==> config.mk <==
export PLATFORM = sky130hd
export DESIGN_NAME = q_preimage_scanner_flat
export DESIGN_NICKNAME = d
export VERILOG_FILES = /design/src/rtl/q_preimage_scanner_if.sv /design/src/rtl/q_preimage_scanner.sv /design/src/flat_wrapper.sv
export SDC_FILE = /design/constraint.sdc
export NUM_CORES = 1
export LEC_CHECK = 0
export CAP_MARGIN = 5
export CORE_ASPECT_RATIO = 0.7
export CORE_MARGIN = 3
export CORE_UTILIZATION = 45
export DETAILED_ROUTE_END_ITERATION = 7
export PLACE_DENSITY = 0.77
export SKIP_CTS_REPAIR_TIMING = 1
export SLEW_MARGIN = 15
export SYNTH_ARGS = -nofsm -noshare
export SYNTH_HDL_FRONTEND = slang
export SYNTH_SLANG_ARGS = --single-unit
==> constraint.sdc <==
create_clock -name clk -period 6.9 [get_ports clk]
set_clock_uncertainty 0.2 [all_clocks]
set_input_delay 1.38 -clock clk [delete_from_list [all_inputs] [get_ports clk]]
set_output_delay 1.38 -clock clk [all_outputs]
set_load 0.05 [all_outputs]
==> src/rtl/q_preimage_scanner_if.sv <==
// ============================================================================
// Module   : q_preimage_scanner_if
// Brief    : Request, Q-evaluator and match-stream signals of the Q preimage scanner.
// Revision : 1.0  initial release
// ============================================================================
`default_nettype none

interface q_preimage_scanner_if #(
   parameter int IN_W  = 4,
   parameter int OUT_W = 2
);
   logic             req_valid;
   logic [OUT_W-1:0] req_y;
   logic             req_ready;
   logic             abort;
   logic [IN_W-1:0]  x_o;
   logic [OUT_W-1:0] qx_i;
   logic             m_valid;
   logic [IN_W-1:0]  m_x;
   logic             m_ready;
   logic             busy;
   logic             done;
   logic [IN_W:0]    count;

   modport master (
      output req_valid, req_y, abort, qx_i, m_ready,
      input  req_ready, x_o, m_valid, m_x, busy, done, count
   );

   modport slave (
      input  req_valid, req_y, abort, qx_i, m_ready,
      output req_ready, x_o, m_valid, m_x, busy, done, count
   );
endinterface

`default_nettype wire

==> src/rtl/q_preimage_scanner.sv <==
// ============================================================================
// Module   : q_preimage_scanner
// Brief    : Sweeps x through an external Q evaluator and streams every x with Q(x)==y.
// Revision : 1.0  initial release
// ============================================================================
`default_nettype none

module q_preimage_scanner #(
   parameter int IN_W  = 4,
   parameter int OUT_W = 2
) (
   input  wire logic           clk,
   input  wire logic           rst_n,
   q_preimage_scanner_if.slave s_bus
);
   localparam logic [1:0]      c_ST_IDLE = 2'd0;
   localparam logic [1:0]      c_ST_SCAN = 2'd1;
   localparam logic [1:0]      c_ST_EMIT = 2'd2;
   localparam logic [1:0]      c_ST_DONE = 2'd3;
   localparam logic [IN_W-1:0] c_X_MAX   = '1;

   logic [1:0]       r_state;
   logic [1:0]       w_state_nxt;
   logic [IN_W-1:0]  r_cnt;
   logic [IN_W-1:0]  r_m_x;
   logic [OUT_W-1:0] r_target;
   logic [IN_W:0]    r_matches;
   logic [IN_W:0]    r_count;
   logic             w_match;
   logic             w_last;
   logic             w_req_ready;
   logic             w_busy;
   logic             w_done;
   logic             w_m_valid;

   assign w_match = (s_bus.qx_i == r_target);
   assign w_last  = (r_cnt == c_X_MAX);

   always_ff @(posedge clk or negedge rst_n) begin
      if (!rst_n) begin
         r_state <= c_ST_IDLE;
      end else begin
         r_state <= w_state_nxt;
      end
   end

   always_comb begin
      w_state_nxt = r_state;
      case (r_state)
         c_ST_IDLE: begin
            if (s_bus.req_valid) w_state_nxt = c_ST_SCAN;
         end
         c_ST_SCAN: begin
            if (s_bus.abort)  w_state_nxt = c_ST_IDLE;
            else if (w_match) w_state_nxt = c_ST_EMIT;
            else if (w_last)  w_state_nxt = c_ST_DONE;
         end
         c_ST_EMIT: begin
            // Abort wins over a handshake landing on the same edge
            if (s_bus.abort)        w_state_nxt = c_ST_IDLE;
            else if (s_bus.m_ready) w_state_nxt = w_last ? c_ST_DONE : c_ST_SCAN;
         end
         default: begin
            w_state_nxt = c_ST_IDLE;
         end
      endcase
   end

   always_comb begin
      w_req_ready = 1'b0;
      w_busy      = 1'b0;
      w_done      = 1'b0;
      w_m_valid   = 1'b0;
      case (r_state)
         c_ST_IDLE: w_req_ready = rst_n;
         c_ST_SCAN: w_busy      = 1'b1;
         c_ST_EMIT: begin
            w_busy    = 1'b1;
            w_m_valid = 1'b1;
         end
         default:   w_done      = 1'b1;
      endcase
   end

   // cnt only advances on a non-matching SCAN or a completed handshake, never past max
   always_ff @(posedge clk or negedge rst_n) begin
      if (!rst_n) begin
         r_cnt     <= '0;
         r_m_x     <= '0;
         r_target  <= '0;
         r_matches <= '0;
      end else begin
         case (r_state)
            c_ST_IDLE: begin
               if (s_bus.req_valid) begin
                  r_target  <= s_bus.req_y;
                  r_cnt     <= '0;
                  r_matches <= '0;
               end
            end
            c_ST_SCAN: begin
               if (!s_bus.abort) begin
                  if (w_match) begin
                     r_m_x     <= r_cnt;
                     r_matches <= r_matches + 1'b1;
                  end else if (!w_last) begin
                     r_cnt <= r_cnt + 1'b1;
                  end
               end
            end
            c_ST_EMIT: begin
               if (!s_bus.abort && s_bus.m_ready && !w_last) r_cnt <= r_cnt + 1'b1;
            end
            default: begin
            end
         endcase
      end
   end

   // Loaded on entry to DONE so count is already valid while done is high
   always_ff @(posedge clk or negedge rst_n) begin
      if (!rst_n) begin
         r_count <= '0;
      end else if (w_state_nxt == c_ST_DONE) begin
         r_count <= r_matches;
      end
   end

   assign s_bus.req_ready = w_req_ready;
   assign s_bus.busy      = w_busy;
   assign s_bus.done      = w_done;
   assign s_bus.m_valid   = w_m_valid;
   assign s_bus.m_x       = r_m_x;
   assign s_bus.x_o       = r_cnt;
   assign s_bus.count     = r_count;

endmodule

`default_nettype wire
==> src/flat_wrapper.sv <==
// flat-port wrapper written by rule: the top's interface ports become plain ports
module q_preimage_scanner_flat 
#(
   parameter int IN_W  = 4,
   parameter int OUT_W = 2
)
  (clk, rst_n, s_bus_req_valid, s_bus_req_y, s_bus_abort, s_bus_qx_i, s_bus_m_ready, s_bus_req_ready, s_bus_x_o, s_bus_m_valid, s_bus_m_x, s_bus_busy, s_bus_done, s_bus_count);
  q_preimage_scanner_if #(.IN_W(IN_W), .OUT_W(OUT_W)) s_bus_i ();
  input  wire logic clk;
  input  wire logic rst_n;
  input wire logic [$bits(s_bus_i.req_valid)-1:0] s_bus_req_valid;
  input wire logic [$bits(s_bus_i.req_y)-1:0] s_bus_req_y;
  input wire logic [$bits(s_bus_i.abort)-1:0] s_bus_abort;
  input wire logic [$bits(s_bus_i.qx_i)-1:0] s_bus_qx_i;
  input wire logic [$bits(s_bus_i.m_ready)-1:0] s_bus_m_ready;
  output wire logic [$bits(s_bus_i.req_ready)-1:0] s_bus_req_ready;
  output wire logic [$bits(s_bus_i.x_o)-1:0] s_bus_x_o;
  output wire logic [$bits(s_bus_i.m_valid)-1:0] s_bus_m_valid;
  output wire logic [$bits(s_bus_i.m_x)-1:0] s_bus_m_x;
  output wire logic [$bits(s_bus_i.busy)-1:0] s_bus_busy;
  output wire logic [$bits(s_bus_i.done)-1:0] s_bus_done;
  output wire logic [$bits(s_bus_i.count)-1:0] s_bus_count;
  assign s_bus_i.req_valid = s_bus_req_valid;
  assign s_bus_i.req_y = s_bus_req_y;
  assign s_bus_i.abort = s_bus_abort;
  assign s_bus_i.qx_i = s_bus_qx_i;
  assign s_bus_i.m_ready = s_bus_m_ready;
  assign s_bus_req_ready = s_bus_i.req_ready;
  assign s_bus_x_o = s_bus_i.x_o;
  assign s_bus_m_valid = s_bus_i.m_valid;
  assign s_bus_m_x = s_bus_i.m_x;
  assign s_bus_busy = s_bus_i.busy;
  assign s_bus_done = s_bus_i.done;
  assign s_bus_count = s_bus_i.count;
  q_preimage_scanner #(.IN_W(IN_W), .OUT_W(OUT_W)) u_core (.clk(clk), .rst_n(rst_n), .s_bus(s_bus_i));
endmodule
# Word level (Yosys, flattened, before mapping)
# Index checks and enable logic that the tools add are counted.
[word_totals]
ff_bits = 22
input_bits = 9
out_inout_bits = 17
wordCells = 55
[op_classes]
addsub = 2
eq_ne = 11
mux = 22
bitwise = 1
n_reduce_logical = 13
[ops]
columns = ["operator", "n"]
rows = [
  ["$mux 4", 5],
  ["$mux 5", 3],
  ["$mux 2", 7],
  ["$pmux 4 s3", 1],
  ["$pmux 5 s2", 1],
  ["$ne 2x2->1 const B", 4],
  ["$pmux 2 s3", 1],
  ["$reduce_and 6->1", 1],
  ["$add 5x1->5 const B", 1],
  ["$add 4x1->4 const B", 1],
  ["$eq 2x2->1 const B", 2],
  ["$eq 4x4->1 const B", 1],
  ["$mux 1", 4],
  ["$ne 2x1->1 const B", 2],
  ["$reduce_and 4->1", 1],
  ["$reduce_and 3->1", 1],
  ["$reduce_bool 3->1", 1],
  ["$reduce_or 3->1", 1],
  ["$eq 2x1->1 const B", 1],
  ["$eq 2x2->1", 1],
  ["$logic_and 1x1->1", 2],
  ["$logic_not 1->1", 2],
  ["$logic_not 2->1", 1],
  ["$reduce_and 2->1", 1],
  ["other kinds (3)", 3],
]

# Logic depth before layout (Yosys ltp)
# Gate-level depths: netlist (run 1).
[logic_depth]
depth_word = 6
mapped_depth = 8
ltp_nobuf = 7

# Worst setup path after synthesis (run 1)
# OpenSTA, ideal clock, no wires.
[synth_timing]
kind = "input to output"
from = "input port rst_n"
to = "output port s_bus_req_ready"
arrival_ps = 1792
required_time_ps = 5320
slack_ps = 3528
path_stages = 1
path_buffers = 0
cell_sequence = "and2_1"
[synth_via]
elab_chain_cells = 1
[synth_rtl]
columns = ["element", "line_no", "text"]
rows = [
  ["from (decl)", "flat_wrapper.sv:10", "input wire logic rst_n;"],
  ["$mux 1", "q_preimage_scanner.sv:74", "case (r_state)"],
  ["to (decl)", "flat_wrapper.sv:16", "output wire logic [$bits(s_bus_i.req_ready)-1:0] s_bus_req_ready;"],
]
# Every way passes these cells.

# Worst setup path after layout (run 1)
# Ends and elaborated chain as after synthesis.

==> metrics, run 1 <==
commonest non-fill, non-tap cell in the layout=clkdlybuf4s50_1; Worst EP arrival=between 3 and 4 ns; row count=14; leakage=between 0.6 and 0.7 nW; initial antenna violation count=0; synthesized area=around 1100 sq um; Hold Path Stages=2; Tot GR Track Use=0.165; total wire length=2.36 mm; total CTS buffers=3; sequential share of power=0.311; first-pass GRT wire length=about 3.9 mm; H-tree depth=1; Design Power=between 0.6 and 0.7 mW; DRT Pass-1 Iters=4; vias=896; Worst EP required=roughly 5.3 ns; DRC=0; layout filler cell count=184; n_diodes=0; die area=3190 sq um; CTS Root Cell=clkbuf_4; total core area=about 2300 sq um; CP Capture Type=primary output; vias per inst=between 5 and 6; Post-Syn Nets=126; Yosys reg bits=22; largest net degree at the start of global routing=24; initial DRC count=between 40 and 50; critical path depth=4; final setup fails=0; final core occ=0.651; Top Ports=26; Total Nets Final=approximately 160; WL per Instance=between 10 and 15 um; Final Hold Viols=0; Cell Area, Placed=1430 sq um; commonest non-fill, non-tap cells in the layout=25 x clkdlybuf4s50_1, 22 x dfrtp_1, 20 x nand2_1, 12 x o21ai_0, 6 x ha_1; Comb power frac=0.527; Pins Over Slew Limit=0; CP max FO=23; WP buf/inv=3; GPL Wtd Cong=0.816; reg2reg start=u_core.r_state[1]; CP startpoint kind=input port; Psw=approximately 0.29 mW; vias in the first global route=845; Die Width=66.3 um; critical-path cell list=clkdlybuf4s50_1 > buf_4 > and2_1 > clkdlybuf4s50_1; grt ovf=0; R2R cell count=7; cell-internal power=roughly 0.34 mW; Top delay family on crit path=buffers and inverters; Worst R2R End=u_core.s_bus.count[2]; Routed Antenna Nets=0; Fin Setup TNS=0 ns; clock sinks=22; Clk Latency, worst-skew pair=0.32 ns; chip height=a little under 50 um; status=finished, final reports clean; RSZ-0062 raised after global routing=false; CTS tree=done; hold path start=u_core.s_bus.m_x[1]; Initial Util=0.502; Synth Instances=111; clock-pin slew on the worst setup and hold paths=0.13 ns; sequential share of the synthesized area=0.481; slowest CP cell=clkdlybuf4s50_1; power share of the clock group=0.162; Final min period=roughly 4.7 ns; Min-Delay Path Class=flop to flop; worst-margin pin slew=~0.77 ns; Pwr Density=~420 nW/um^2; post-route cell area=between 1000 and 1500 sq um; max_cap viols=0; maximum clock path buffer count=2; Worst slew margin=0.490; achievable frequency=~210 MHz; synth-to-layout area growth=29.6%; syn avg cell area=~10 sq um; fin crit share=0.678; peak supply drop=about 280 uV; Net Sw Frac=0.457; port bufs=25; critical path type=input port to primary output; Worst Hold End=u_core.s_bus.m_x[1]; layout cells sized above 1=0.100; slowest cell delay on critical path=roughly 0.8 ns; unique cell type count in the Yosys netlist=26; Ys Warns=0; Most Frequent Cell on Critical Path=clkdlybuf4s50_1; R2R Setup Slk=between 4 and 5 ns
-- kinds of logic (layout without fill, tap and decap cells) --
| logic type | count (synthesis) | after routing | share of synthesized area |
|---|---|---|---|
| AO/OA/AOI/OAI | 23 | 23 | 0.124 |
| XOR/XNOR | 2 | 2 | 0.0153 |
| adder cells (fa/ha/maj) | 6 | 6 | 0.0656 |
| buffers and inverters | 6 | 35 | 0.0263 |
| flip-flops | 22 | 22 | 0.481 |
| multiplexers | 10 | 10 | 0.112 |
| AND/OR/NAND/NOR | 42 | 42 | 0.176 |
-- power groups by stage --
stage	clock network [mW]	registers (mW)	logic, mW
6_report	0.102	0.195	0.331
2_1_floorplan	0	0.259	0.175
3_5_place_dp	0	0.198	0.332
5_1_grt	0.110	0.199	0.359
3_3_place_gp	0	0.196	0.327
4_1_cts	0.104	0.195	0.334
-- metrics by stage --
stage / hold slack [ns] / setup WS, ns / std cells
finish: 0.292 / 2.22 / 172
global route: 0.317 / 2.13 / 172
CTS: 0.300 / 2.20 / 172
detailed placement: 0.269 / 2.21 / 168
global placement: 0.258 / 2.22 / 168
floorplan: 0.282 / 3.53 / 111
-- worst min-delay path, delay by kind of cell (launching register included) --
| kind | cells | cell delay (ns) |
|---|---|---|
| flops | 1 | 0.37 |
| simple gates | 2 | 0.10 |
-- per-layer routing --
| layer | track usage | vias up | share of wire |
|---|---|---|---|
| li1 | - | 451 | - |
| met1 | 0.207 | 410 | 0.48 |
| met5 | 0 | - | 0 |
| met2 | 0.276 | 31 | 0.46 |
| met3 | 0.0576 | 4 | 0.057 |
| met4 | 0.0486 | 0 | 0.0097 |
-- state kept, by name (all words and copies together) (netlist names) --
signal / cells
u_core.r_state: 2
u_core.r_target: 2
u_core.s_bus.count: 5
u_core.r_matches: 5
u_core.s_bus.m_x: 4
u_core.s_bus.x_o: 4
-- area by class of cell --
class,instances,area [sq um],share of cell area
multi-input combinational,83,563,0.380
sequential,22,551,0.371
timing repair buffer,26,258,0.174
tap,32,40.0,0.0270
clock inverter,1,30.0,0.0203
clock buffer,3,22.5,0.0152
inverter,5,18.8,0.0127
-- synthesized netlist by cell type --
library cell,instances,share of area
dfrtp_1,22,0.48
nand2_1,20,0.066
o21ai_0,12,0.053
ha_1,6,0.066
inv_1,5,0.016
mux2_4,5,0.066
nor2_1,5,0.016
nand2b_1,4,0.022
nand3_1,4,0.018
a21oi_1,3,0.013
mux2i_1,3,0.026
or3_1,3,0.016
a31oi_1,2,0.011
and2_1,2,0.011
mux2_2,2,0.020
nand4_1,2,0.011
xor2_1,2,0.015
a221oi_1,1,0.0077
a311oi_1,1,0.0077
a32o_1,1,0.0088
buf_6,1,0.0098
nand2b_2,1,0.0077
nor3_2,1,0.0088
o211ai_1,1,0.0066
o2bb2ai_1,1,0.0077
o311a_1,1,0.0088
-- worst max-delay path by stage --
stage	start	to	slack, ns
6_report	rst_n	s_bus_req_ready	2.22
5_1_grt	rst_n	s_bus_req_ready	2.13
4_1_cts	rst_n	s_bus_req_ready	2.20
3_5_place_dp	rst_n	s_bus_req_ready	2.21
3_3_place_gp	rst_n	s_bus_req_ready	2.22
2_1_floorplan	rst_n	s_bus_req_ready	3.53
(Power assumes the default switching activity.)
==> inputs of run 2 (changes only) <==
==> constraint.sdc (replaced) <==
create_clock -name clk -period 4.8 [get_ports clk]
set_clock_uncertainty 0.2 [all_clocks]
set_input_delay 0.96 -clock clk [delete_from_list [all_inputs] [get_ports clk]]
set_output_delay 0.96 -clock clk [all_outputs]
set_load 0.05 [all_outputs]
==> run 2 against run 1 <==
Compared with the run above:
- sequential share of layout area unchanged
- sequential power up 44%
- clock power up 42%
- hold slack worse by 0.0066 ns
- global-route usage down 0.69 points
- non-clock buffer count unchanged
- wire length down 1.1%
- final cell count unchanged
- power up 44%
- first-iteration DRC count down 58%
- via count up 3.0%
- register-to-register slack worse by 2.2 ns
- largest cell class unchanged
- highest routed layer unchanged
==> metrics, run 2 (synthesis gave the netlist of run 1 again) <==
status=finished, final reports clean; commonest non-fill, non-tap cell in the layout=clkdlybuf4s50_1; R2R Setup Slk=~2.1 ns; largest net degree at the start of global routing=23; Worst Setup SP=rst_n; maximum clock path buffer count=2; GR peak layer=met2; vias=around 920; Fin Setup TNS=0 ns; vias in the first global route=around 800; initial antenna violation count=0; fin worst setup slack=between 1 and 1.5 ns; Routed Antenna Nets=0; leakage=approximately 0.7 nW; Worst R2R End=u_core.s_bus.count[3]; chip height=a little under 50 um; CP startpoint kind=input port; fin crit share=0.748; n_diodes=0; GPL Wtd Cong=around 0.79; post-route cell area=roughly 1500 sq um; CTS Root Cell=clkbuf_4; CP endpoint=s_bus_req_ready; Die Width=around 66 um; total core area=between 2000 and 2500 sq um; Post-Layout Cell Count=between 150 and 200; Min-Delay Path Class=flop to flop; final core occ=0.651; vias per inst=5.37; total wire length=2.34 mm; row count=14; commonest non-fill, non-tap cells in the layout=25 x clkdlybuf4s50_1, 22 x dfrtp_1, 20 x nand2_1, 12 x o21ai_0, 6 x ha_1; RSZ-0062 raised after global routing=false; Pins Over Slew Limit=0; WL per Instance=13.6 um; Initial Util=0.502; met1 Usage GRT=0.215; R2R cell count=7; initial DRC count=20; Total Nets Final=roughly 160; pre-CTS WS=around 1.2 ns; achievable frequency=279 MHz; final setup fails=0; Top Ports=26; Clk Latency, worst-skew pair=0.32 ns; critical path type=input port to primary output; Final HPWL DP=around 1.7 mm; DRT Pass-1 Iters=4; Cell Area, Placed=approximately 1400 sq um; GR Layer Usage met3=0.0484; CTS tree=done; clock-pin slew on the worst setup and hold paths=0.13 ns; synth-to-layout area growth=29.6%; max_cap viols=0; layout cells sized above 1=0.100; total CTS buffers=3; die area=between 3000 and 4000 sq um; CP Capture Type=primary output; reg2reg start=u_core.r_state[1]; Worst EP required=between 3 and 4 ns; clock sinks=22; worst-margin pin slew=0.733 ns; DRC=0; Worst slew margin=0.512; Tot GR Track Use=0.158; grt ovf=0; first-pass GRT wire length=3.75 mm; H-tree depth=1; CP max FO=2; Final min period=~3.6 ns; Final Hold Viols=0; Worst EP arrival=2.43 ns; port bufs=25; Min Hold Slack=0.286 ns; Design Power=0.904 mW; peak supply drop=between 300 and 400 uV; Pwr Density=around 600 nW/um^2; met2 Use GR=0.258; dpl cells=168
[run 2: cell counts in the layout (fill, tap and decap cells not counted)]
Identical to the previous run, type by type.
[run 2: how the worst min path moves through the flow]
stage                              from                   to  slack, ns  depth (start not counted)
global placement    u_core.s_bus.m_x[1]  u_core.s_bus.m_x[1]       0.26                          2
floorplan           u_core.r_matches[2]  u_core.r_matches[2]       0.28                          1
CTS                 u_core.s_bus.m_x[0]  u_core.s_bus.m_x[0]       0.29                          2
global route        u_core.s_bus.m_x[2]  u_core.s_bus.m_x[2]       0.32                          2
finish              u_core.s_bus.m_x[0]  u_core.s_bus.m_x[0]       0.29                          2
detailed placement  u_core.s_bus.m_x[0]  u_core.s_bus.m_x[0]       0.26                          2
[run 2: where the power goes]
part / internal, mW / switching [mW]
registers: 0.234 / 0.0462
logic: 0.171 / 0.307
clock network: 0.0845 / 0.0608
total: 0.490 / 0.414
[run 2: layout make-up]
type | instances | area [sq um]
clock buffers | 3 | 22.5
clock inverters | 1 | 30.0
fillers | 189 | 795
inverters | 5 | 18.8
multi-input cells | 83 | 563
flip-flops and latches | 22 | 551
well taps | 32 | 40.0
repair buffers | 26 | 258
[run 2: critical path: stages]
cell and delay (ns):
clkdlybuf4s50_1 0.52, and2_1 0.15, clkdlybuf4s50_1 0.80
[run 2: metal layers]
layer | routed length [um] | vias up | part of all wire
met2 | 1040 | 32 | 0.44
met1 | 1160 | 441 | 0.50
met4 | 8 | 0 | 0.0034
met5 | 0 | - | 0
met3 | 132 | 2 | 0.056
li1 | - | 448 | -
